File: config.mk
export PLATFORM = sky130hd
export DESIGN_NAME = sparse_chunk_pingpong
export DESIGN_NICKNAME = d
export VERILOG_FILES = /design/src/rtl/sparse_chunk_pingpong.sv
export SDC_FILE = /design/constraint.sdc
export NUM_CORES = 2
export LEC_CHECK = 0
export ABC_AREA = 1
export CAP_MARGIN = 20
export CORE_MARGIN = 2
export CORE_UTILIZATION = 45
export DETAILED_ROUTE_END_ITERATION = 10
export PLACE_DENSITY = 0.63
export SYNTH_ARGS = -nofsm -noshare
export SYNTH_HDL_FRONTEND = slang
export SYNTH_SLANG_ARGS = --single-unit
File: constraint.sdc
create_clock -name clk_i -period 8.33 [get_ports clk_i]
set_input_delay 1.666 -clock clk_i [delete_from_list [all_inputs] [get_ports clk_i]]
set_output_delay 1.666 -clock clk_i [all_outputs]
set_load 0.05 [all_outputs]
File: src/rtl/sparse_chunk_pingpong.sv
// Multi-bank sparse chunk store: the loader fills one bank while the PE side reads another.
// Optional per-bank nonzero counter enabled by defining SPARSE_CHUNK_NZ_COUNT_EN.
module sparse_chunk_pingpong #(
    parameter int MEM_SIZE        = 128,
    parameter int BUS_SIZE        = 16,
    parameter int PREFIX_SUM_SIZE = 16,
    parameter int BANK_NUM        = 2,
    localparam int BW    = (BANK_NUM > 1) ? $clog2(BANK_NUM) : 1,
    localparam int AW    = $clog2(MEM_SIZE) + 1,
    localparam int SW    = $clog2(MEM_SIZE / PREFIX_SUM_SIZE),
    localparam int BEATS = MEM_SIZE / BUS_SIZE,
    localparam int CW    = (BEATS > 1) ? $clog2(BEATS) : 1
) (
    input  logic                    clk_i,
    input  logic                    rst_i,
    input  logic [BUS_SIZE-1:0]     wr_sparsemap_i,
    input  logic [BUS_SIZE*8-1:0]   wr_nonzero_data_i,
    input  logic                    wr_valid_i,
    output logic                    wr_ready_o,
    output logic [BW-1:0]           wr_bank_o,
    input  logic                    flush_i,
    output logic                    rd_ready_o,
    output logic [BW-1:0]           rd_bank_o,
    input  logic                    rd_en_i,
    input  logic [AW-1:0]           rd_addr_i,
    output logic [7:0]              rd_data_o,
    output logic                    rd_data_valid_o,
    input  logic [SW-1:0]           rd_sparsemap_addr_i,
    output logic [PREFIX_SUM_SIZE-1:0] rd_sparsemap_o,
    input  logic                    rd_release_i,
    output logic [AW-1:0]           rd_nz_count_o
);

    logic [BANK_NUM-1:0]       full_r;
    logic [BW-1:0]             wr_bank_r;
    logic [BW-1:0]             rd_bank_r;
    logic [CW-1:0]             wr_count_r;
    logic [MEM_SIZE-1:0]       sparsemap_r [BANK_NUM];
    logic [MEM_SIZE-1:0][7:0]  data_r      [BANK_NUM];

    logic          wr_fire;
    logic          wr_last;
    logic          rel_fire;
    logic          rd_fire;
    logic          rd_in_range;
    logic [AW-2:0] rd_idx;

    function automatic logic [BW-1:0] next_bank(input logic [BW-1:0] b);
        return (b == BW'(BANK_NUM - 1)) ? '0 : b + BW'(1);
    endfunction

    // Ready flags depend only on registered state, so valid/release never loop back combinationally.
    assign wr_ready_o = !full_r[wr_bank_r];
    assign rd_ready_o = full_r[rd_bank_r];
    assign wr_bank_o  = wr_bank_r;
    assign rd_bank_o  = rd_bank_r;

    assign wr_fire     = wr_valid_i && wr_ready_o && !flush_i;
    assign wr_last     = (wr_count_r == CW'(BEATS - 1));
    assign rel_fire    = rd_release_i && rd_ready_o && !flush_i;
    assign rd_fire     = rd_en_i && rd_ready_o;
    assign rd_in_range = (rd_addr_i != '0) && (rd_addr_i <= AW'(MEM_SIZE));
    assign rd_idx      = rd_addr_i[AW-2:0] - (AW-1)'(1);

    assign rd_sparsemap_o = sparsemap_r[rd_bank_r][PREFIX_SUM_SIZE*rd_sparsemap_addr_i +: PREFIX_SUM_SIZE];

    always_ff @(posedge clk_i) begin
        if (rst_i) begin
            full_r          <= '0;
            wr_bank_r       <= '0;
            rd_bank_r       <= '0;
            wr_count_r      <= '0;
            rd_data_o       <= 8'h00;
            rd_data_valid_o <= 1'b0;
        end else if (flush_i) begin
            full_r          <= '0;
            wr_bank_r       <= '0;
            rd_bank_r       <= '0;
            wr_count_r      <= '0;
            rd_data_valid_o <= 1'b0;
        end else begin
            // NOTE: non-blocking updates let release and last-beat set see the same pre-edge pointers.
            if (wr_fire) begin
                wr_count_r <= wr_last ? '0 : wr_count_r + CW'(1);
            end
            if (rel_fire) begin
                full_r[rd_bank_r] <= 1'b0;
                rd_bank_r         <= next_bank(rd_bank_r);
            end
            if (wr_fire && wr_last) begin
                full_r[wr_bank_r] <= 1'b1;
                wr_bank_r         <= next_bank(wr_bank_r);
            end
            rd_data_valid_o <= rd_fire;
            if (rd_fire) begin
                rd_data_o <= rd_in_range ? data_r[rd_bank_r][rd_idx] : 8'h00;
            end
        end
    end

    // NOTE: storage is cleared on reset because a zeroed chunk is part of the reset state; flush leaves it intact.
    always_ff @(posedge clk_i) begin
        if (rst_i) begin
            for (int b = 0; b < BANK_NUM; b++) begin
                sparsemap_r[b] <= '0;
                data_r[b]      <= '0;
            end
        end else if (wr_fire) begin
            sparsemap_r[wr_bank_r][BUS_SIZE*wr_count_r +: BUS_SIZE] <= wr_sparsemap_i;
            data_r[wr_bank_r][BUS_SIZE*wr_count_r +: BUS_SIZE]      <= wr_nonzero_data_i;
        end
    end

`ifdef SPARSE_CHUNK_NZ_COUNT_EN
    logic [AW-1:0] nz_count_r [BANK_NUM];
    logic [AW-1:0] beat_ones;

    assign beat_ones     = AW'($countones(wr_sparsemap_i));
    assign rd_nz_count_o = nz_count_r[rd_bank_r];

    always_ff @(posedge clk_i) begin
        if (rst_i || flush_i) begin
            for (int b = 0; b < BANK_NUM; b++) begin
                nz_count_r[b] <= '0;
            end
        end else if (wr_fire) begin
            // The first beat of a chunk restarts the count instead of accumulating.
            nz_count_r[wr_bank_r] <= ((wr_count_r == '0) ? '0 : nz_count_r[wr_bank_r]) + beat_ones;
        end
    end
`else
    assign rd_nz_count_o = '0;
`endif

endmodule

# After elaboration in Yosys (flattened, before gate mapping)
# Memory sizes are Yosys's and may differ from the RTL's. A register that Yosys moved wholly into a read port is not among the register bits.
# Cells that the tools add are included.
# W data, S select, Z words.
op_classes:
  add_sub_neg: 5
  magnitude_cmp: 6
  eq_ne: 1
  shift: 11
  mux: 33
  n_bitwise: 4
  reduce_logical: 16
ops:
  columns: ["cell", "count"]
  rows:
  - ["$shiftx A16 B34 Y128", 9]
  - ["$mux W1024", 1]
  - ["$reduce_or A1024 Y1", 1]
  - ["$mux W128", 4]
  - ["$reduce_or A128 Y1", 1]
  - ["$shift A16 B34 Y128 const A", 1]
  - ["$shiftx A128 B8 Y16", 1]
  - ["$bmux W8 S7", 1]
  - ["$neg A7 Y34", 1]
  - ["$mux W1", 18]
  - ["$mux W8", 2]
  - ["$logic_and A1 B1 Y1", 9]
  - ["$le A8 B8 Y1 const B", 1]
  - ["$lt A7 B8 Y1 const B", 1]
  - ["$mux W2", 4]
  - ["$reduce_bool A8 Y1", 1]
  - ["$sub A7 B1 Y7 const B", 1]
  - ["$lt A1 B2 Y1 const B", 2]
  - ["$add A3 B1 Y3 const B", 1]
  - ["$eq A3 B3 Y1 const B", 1]
  - ["$mux W3", 1]
  - ["$add A1 B1 Y1 const B", 2]
  - ["$and A2 B2 Y2", 1]
  - ["$demux W1 S1", 2]
  - ["7 further kinds", 9]
word_totals:
  ff_bits: 16
  mem_bits_rw: 2304
  inputBits: 161
  out_inout_bits: 37
  word_cells: 84
  n_memories: 2
mem_list:
  columns: ["memory", "depth", "word_bits", "read_ports", "rd_clocked_by_memory_dff", "wr", "line", "text"]
  rows:
  - ["data_r", 2, 1024, 1, 1, 2, "39", "logic [MEM_SIZE-1:0][7:0] data_r [BANK_NUM];"]
  - ["sparsemap_r", 2, 128, 1, 1, 2, "38", "logic [MEM_SIZE-1:0] sparsemap_r [BANK_NUM];"]

# Depth between registers and ports, before layout
logic_depth:
  ltp_word: 11
  mapped_depth: 18

# Least setup slack after synthesis
# Ideal clock, no wire load.
synth_path:
  path_kind: "input port to flip-flop"
  startpoint: "input port flush_i"
  endpoint: "memory data_r[1][1000] (netlist name), enable pin"
  setup_ps: 509
  t_arrival_ps: 5962
  setup_slack_ps: 1859
  path_stages: 9
  path_buffers: 4
  cell_sequence: "inv_1 > nand3_2 > nor2_2 > buf_2 > nand4_1 > buf_2 > buf_2 > buf_2 > nand2_1"
synth_lines:
  columns: ["item", "line", "text"]
  rows:
  - ["start, declared", "21", "input logic flush_i,"]
  - ["end, declared", "39", null]

# Final worst setup path
layout_path:
  startpoint: "input port rd_sparsemap_addr_i[1]"
  endpoint: "output port rd_sparsemap_o[9]"
layout_via:
  elab_chain_cells: 1
layout_rtl:
  columns: ["item", "line", "text"]
  rows:
  - ["start, declared", "28", "input logic [SW-1:0] rd_sparsemap_addr_i,"]
  - ["$shiftx A128 B8 Y16", "65", "assign rd_sparsemap_o = sparsemap_r[rd_bank_r][PREFIX_SUM_SIZE*rd_sparsemap_addr_i +: PREFIX_SUM_SIZE];"]
  - ["end, declared", "29", "output logic [PREFIX_SUM_SIZE-1:0] rd_sparsemap_o,"]
# No other way between the ends.

==> metrics.sh <==
PRIMARY_FLIP_FLOP_CELL_CHOSEN_BY_SYNTHESIS_MAPPING='edfxtp_1'
CTS.HTREE.LEVELS=4
ROW_COUNT=177
WORST_VOLTAGE_DROP_ACROSS_THE_VDD_GRID_uV=232
FMAX_MHz=165
POSTROUTEANTENNANETS=0
YOSYS_REGISTER_BITS=2321
POWER.DENSITY_CELL_AREA_nW_PER_UM2=220
GRT_PASS1_VIAS=77100
DESIGN.PORTCOUNT=198
WORST_PATH_LARGEST_CELL_DELAY_NS=0.89
SYN-MEAN-INSTANCE-AREA_UM2=9.91
YOSYSWARNINGS=0
SYNTHTOPCELLSBYAREA='edfxtp_1 66%, nand3_1 10%, nand2_1 8.9%'
TIMING.REG2REG.SETUP_SLACK_NS=3.18
RUN_STATUS='finished clean'
TRITONCTS='done'
SYNTH_MOST_COMMON_CELL='nand2_1'
CRITPATHLAUNCH='rd_sparsemap_addr_i[1]'
WORSTSETUPSTARTPOINTTYPE='input pin'
WORSTSETUPPATHDEPTH=6
ROUTEDWLPERCELL_UM=26.0
INTERNAL_POWER_W=0.0193
CTS_HOLD_BUFFERS=0
MULTI_INPUT_COMB_AREA_UM2=31200
TOTAL_POWER_W=0.0255
GRT_FIRST_PASS_WIRELENGTH_MM=515
ROUTED_VIA_DENSITY=5.98
NET-SWITCHING-POWER_W=0.00618
DRTPASS1ITERATIONS=9
FINALCLOCKSKEW_NS=0.0440
GLOBALPLACE.CONGESTION=0.858
LAUNCH_POINT_OF_THE_WORST_HOLD_PATH='full_r[1]$_SDFF_PP0_'
SWSHARE_PCT=24.2
AREAGROWTHSYNTHTOFINISH_PCT=10.8
DRTITER0DRC=12300
ANTENNA_FOUND_INITIAL=23
WORSTPATHARRIVAL_NS=4.41
GLOBALROUTETOTALUTIL_PCT=29.3
DP_HPWL_MM=197
MAX-CLOCK-PATH-BUFFERS=3
SLEW_VIOL_FINAL=0
FINAL_PERIOD_MINUS_WORST_SETUP_SLACK_NS=6.08
SYNTHDOMINANTCELLAREASHARE_PCT=66.1
FINAL-SEQ-AREA_UM2=69500
PWR-SHARE-CLK_PCT=40.2
CRITPATHKIND='input pin to output port'
CRITICAL_PATH_REQUIRED_NS=6.66
DRIVE_ABOVE_1_SHARE_PCT=4.85
CTS_REPAIR_RESIZE_COUNT=0
CRIT_PATH_MAX_DELAY_FAMILY='buffers and inverters'
SYNTHDOMINANTAREACELLTYPE='edfxtp_1'
MAX_CAP_VIOL_COUNT=0
POWER.SHARE.COMBINATIONAL_PCT=7.6
FILLER_CELL_COUNT=20800
CLK_TRANSITION_REPORTED_PATHS_NS=0.06
DR_VIAS=81300
SYNTH-SEQ-AREA-SHARE_PCT=66.4
DIE_WIDTH_UM=486
WORST_HOLD_SLACK_NS=0.499
SETUP_VIOL=0
HOLD-PATH-ENDPOINT='full_r[1]$_SDFF_PP0_'
SYNTH_COMMONEST_CELLS='2475 x nand2_1, 2415 x nor2_1, 2304 x edfxtp_1'
ASR_FLOP_RATIO_SYNTH_PCT=0
FINALSETUPTNS_NS=0
PORT_BUFFERS=189
EDFF_COUNT_SYNTH=2304
CRITPATHCAPTURETYPE='output port'
DESIGN.DIE.AREA_UM2=237000
MAXIMUM_NUMBER_OF_PINS_ON_ONE_NET_BEFORE_GLOBAL_ROUTE_REPAIR=236
SEQ_POWER_SHARE_PCT=52.2
NUMBER_OF_NETS_IN_THE_FINAL_LAYOUT=10500
WORSTPATHMAXFANOUT=51
DETAIL_ROUTE.WIRELENGTH_MM=354
SYN-CELL-AREA_UM2=105000
FF2FF_PATH_DEPTH=8
MAX-SLEW-MARGIN-REL_PCT=15.1
DRCVIOLATIONCOUNT=0
DIE_HEIGHT_UM=486
CP_CELL_SEQUENCE='buf_2 -> inv_1 -> o221ai_1 -> nand3_1 -> nand2_1 -> clkdlybuf4s50_1'
CLOCK_SINK_COUNT=2321
CRIT-REG2REG-CAPTURE='data_r[1][656]$_SDFFCE_PN0P_'
RSZ0062_AT_GRT='no'
FLOORPLAN.INITIALDENSITY_PCT=45.1
TIGHTEST_SLEW_NS=1.27
CTS_BUFFERS=236
CLK_LATENCY_NS=0.90
SYNTH.LIB_CELLS_USED.DISTINCT=39
MIN-DELAY-PATH-CLASS='flop to flop'
NETLIST_INSTANCES=10600
WORST-PATH-BUF-INV=3
GRT_REMAINING_OVERFLOW=0
CTS_SETUP_BUFFERS=0
CELL_DEPTH_OF_THE_WORST_HOLD_PATH=2
P_LEAK_nW=40.5
FINALNONFILLERCELLS=13600
HOLD_VIOL=0
CORE-AREA_UM2=232000
TIMING.RR.START='wr_count_r[0]$_SDFFE_PP0N_'
CELL_WITH_THE_BIGGEST_INDIVIDUAL_DELAY_ON_THE_CRITICAL_PATH='clkdlybuf4s50_1'
MASTER_CELL_OF_THE_CLOCK_ROOT_BUFFER='clkbuf_16'
LAYOUT_WORST_PATH_CYCLE_SHARE_PCT=73.0
DP.CELLS=13200
how the worst max path moves through the flow:
stage / slack [ns] / to
finish: 2.25 / rd_sparsemap_o[9]
global route: 2.23 / rd_sparsemap_o[9]
CTS: 2.36 / rd_sparsemap_o[9]
detailed placement: 2.36 / rd_sparsemap_o[9]
global placement: 2.06 / data_r[1][564]$_SDFFCE_PN0P_
floorplan: 1.86 / data_r[1][1000]$_SDFFCE_PN0P_
power groups by stage:
stage	registers, W	clock network (W)	logic (W)
after global placement	0.0135	0	0.00188
after detailed placement	0.0136	0	0.00189
after global routing	0.0133	0.0107	0.00203
after CTS	0.0133	0.0103	0.00190
final	0.0133	0.0102	0.00194
after floorplan	0.0136	0	0.000981
flip-flops by register name, summed over array words and instances, names as in the netlist, named ones only:
register         cells
data_r            2048
sparsemap_r        256
rd_data_o            8
wr_count_r           3
full_r               2
rd_bank_o            1
rd_data_valid_o      1
wr_bank_o            1
worst min-delay path: cells and delay by family, from the launching register on:
family | cells | cell delay, ns
flops | 1 | 0.31
compound gates | 2 | 0.15
cell type report:
cell class / count / share of cell area [%]
timing repair buffer: 342 / 3.00
inverter: 172 / 0.595
clock inverter: 144 / 0.977
sequential: 2321 / 59.9
antenna: 18 / 0.0388
multi-input combinational: 7277 / 26.9
tap: 3043 / 3.28
clock buffer: 296 / 5.32
routing by layer:
metal  share of wire (%)  wire, um  global-route usage (%)
met4                 4.1     14500                    12.0
met1                  39    137000                    40.7
met2                  46    161000                    45.4
met5               0.015        54                       0
met3                  12     41200                    5.55
cell families after synthesis:
| group | count (synthesis) | synth area share [%] |
|---|---|---|
| flip-flops | 2321 | 66.4 |
| other | 1 | 0.00358 |
| XOR/XNOR | 5 | 0.0418 |
| buffers and inverters | 979 | 4.09 |
| adder cells (fa/ha/maj) | 10 | 0.119 |
| AND/OR/NAND/NOR | 7037 | 27.8 |
| AO/OA/AOI/OAI | 171 | 1.07 |
| multiplexers | 46 | 0.440 |
stage by stage:
step                      area, um2  util (%)  setup slack [ns]
after floorplan              105000         -              1.86
after global placement       109000      46.8              2.06
after detailed placement     109000      46.8              2.36
after CTS                    116000      50.0              2.36
after global routing         116000      50.0              2.23
final                        116000      50.0              2.25
layout by cell type, fill, tap and decap left out, types with 3 or more instances in the layout:
master	count
a21oi_1	16
buf_12	31
buf_16	3
buf_4	120
bufinv_16	14
clkbuf_1	58
clkbuf_16	238
clkdlybuf4s50_1	186
clkinv_1	76
clkinv_16	3
clkinv_2	39
clkinv_8	3
clkinvlp_4	5
conb_1	8
dfxtp_1	16
diode_2	18
edfxtp_1	2304
ha_1	8
inv_1	161
inv_16	3
inv_2	4
inv_6	4
mux2i_1	46
nand2_1	2457
nand2_4	18
nand3_1	2117
nand4_1	12
nor2_1	2412
nor2_4	3
nor3_1	7
o211ai_1	13
o21ai_0	71
o21ai_1	4
o221ai_1	46
o22ai_1	5
o32ai_1	13
No activity file was read; power rests on OpenSTA's default activity.
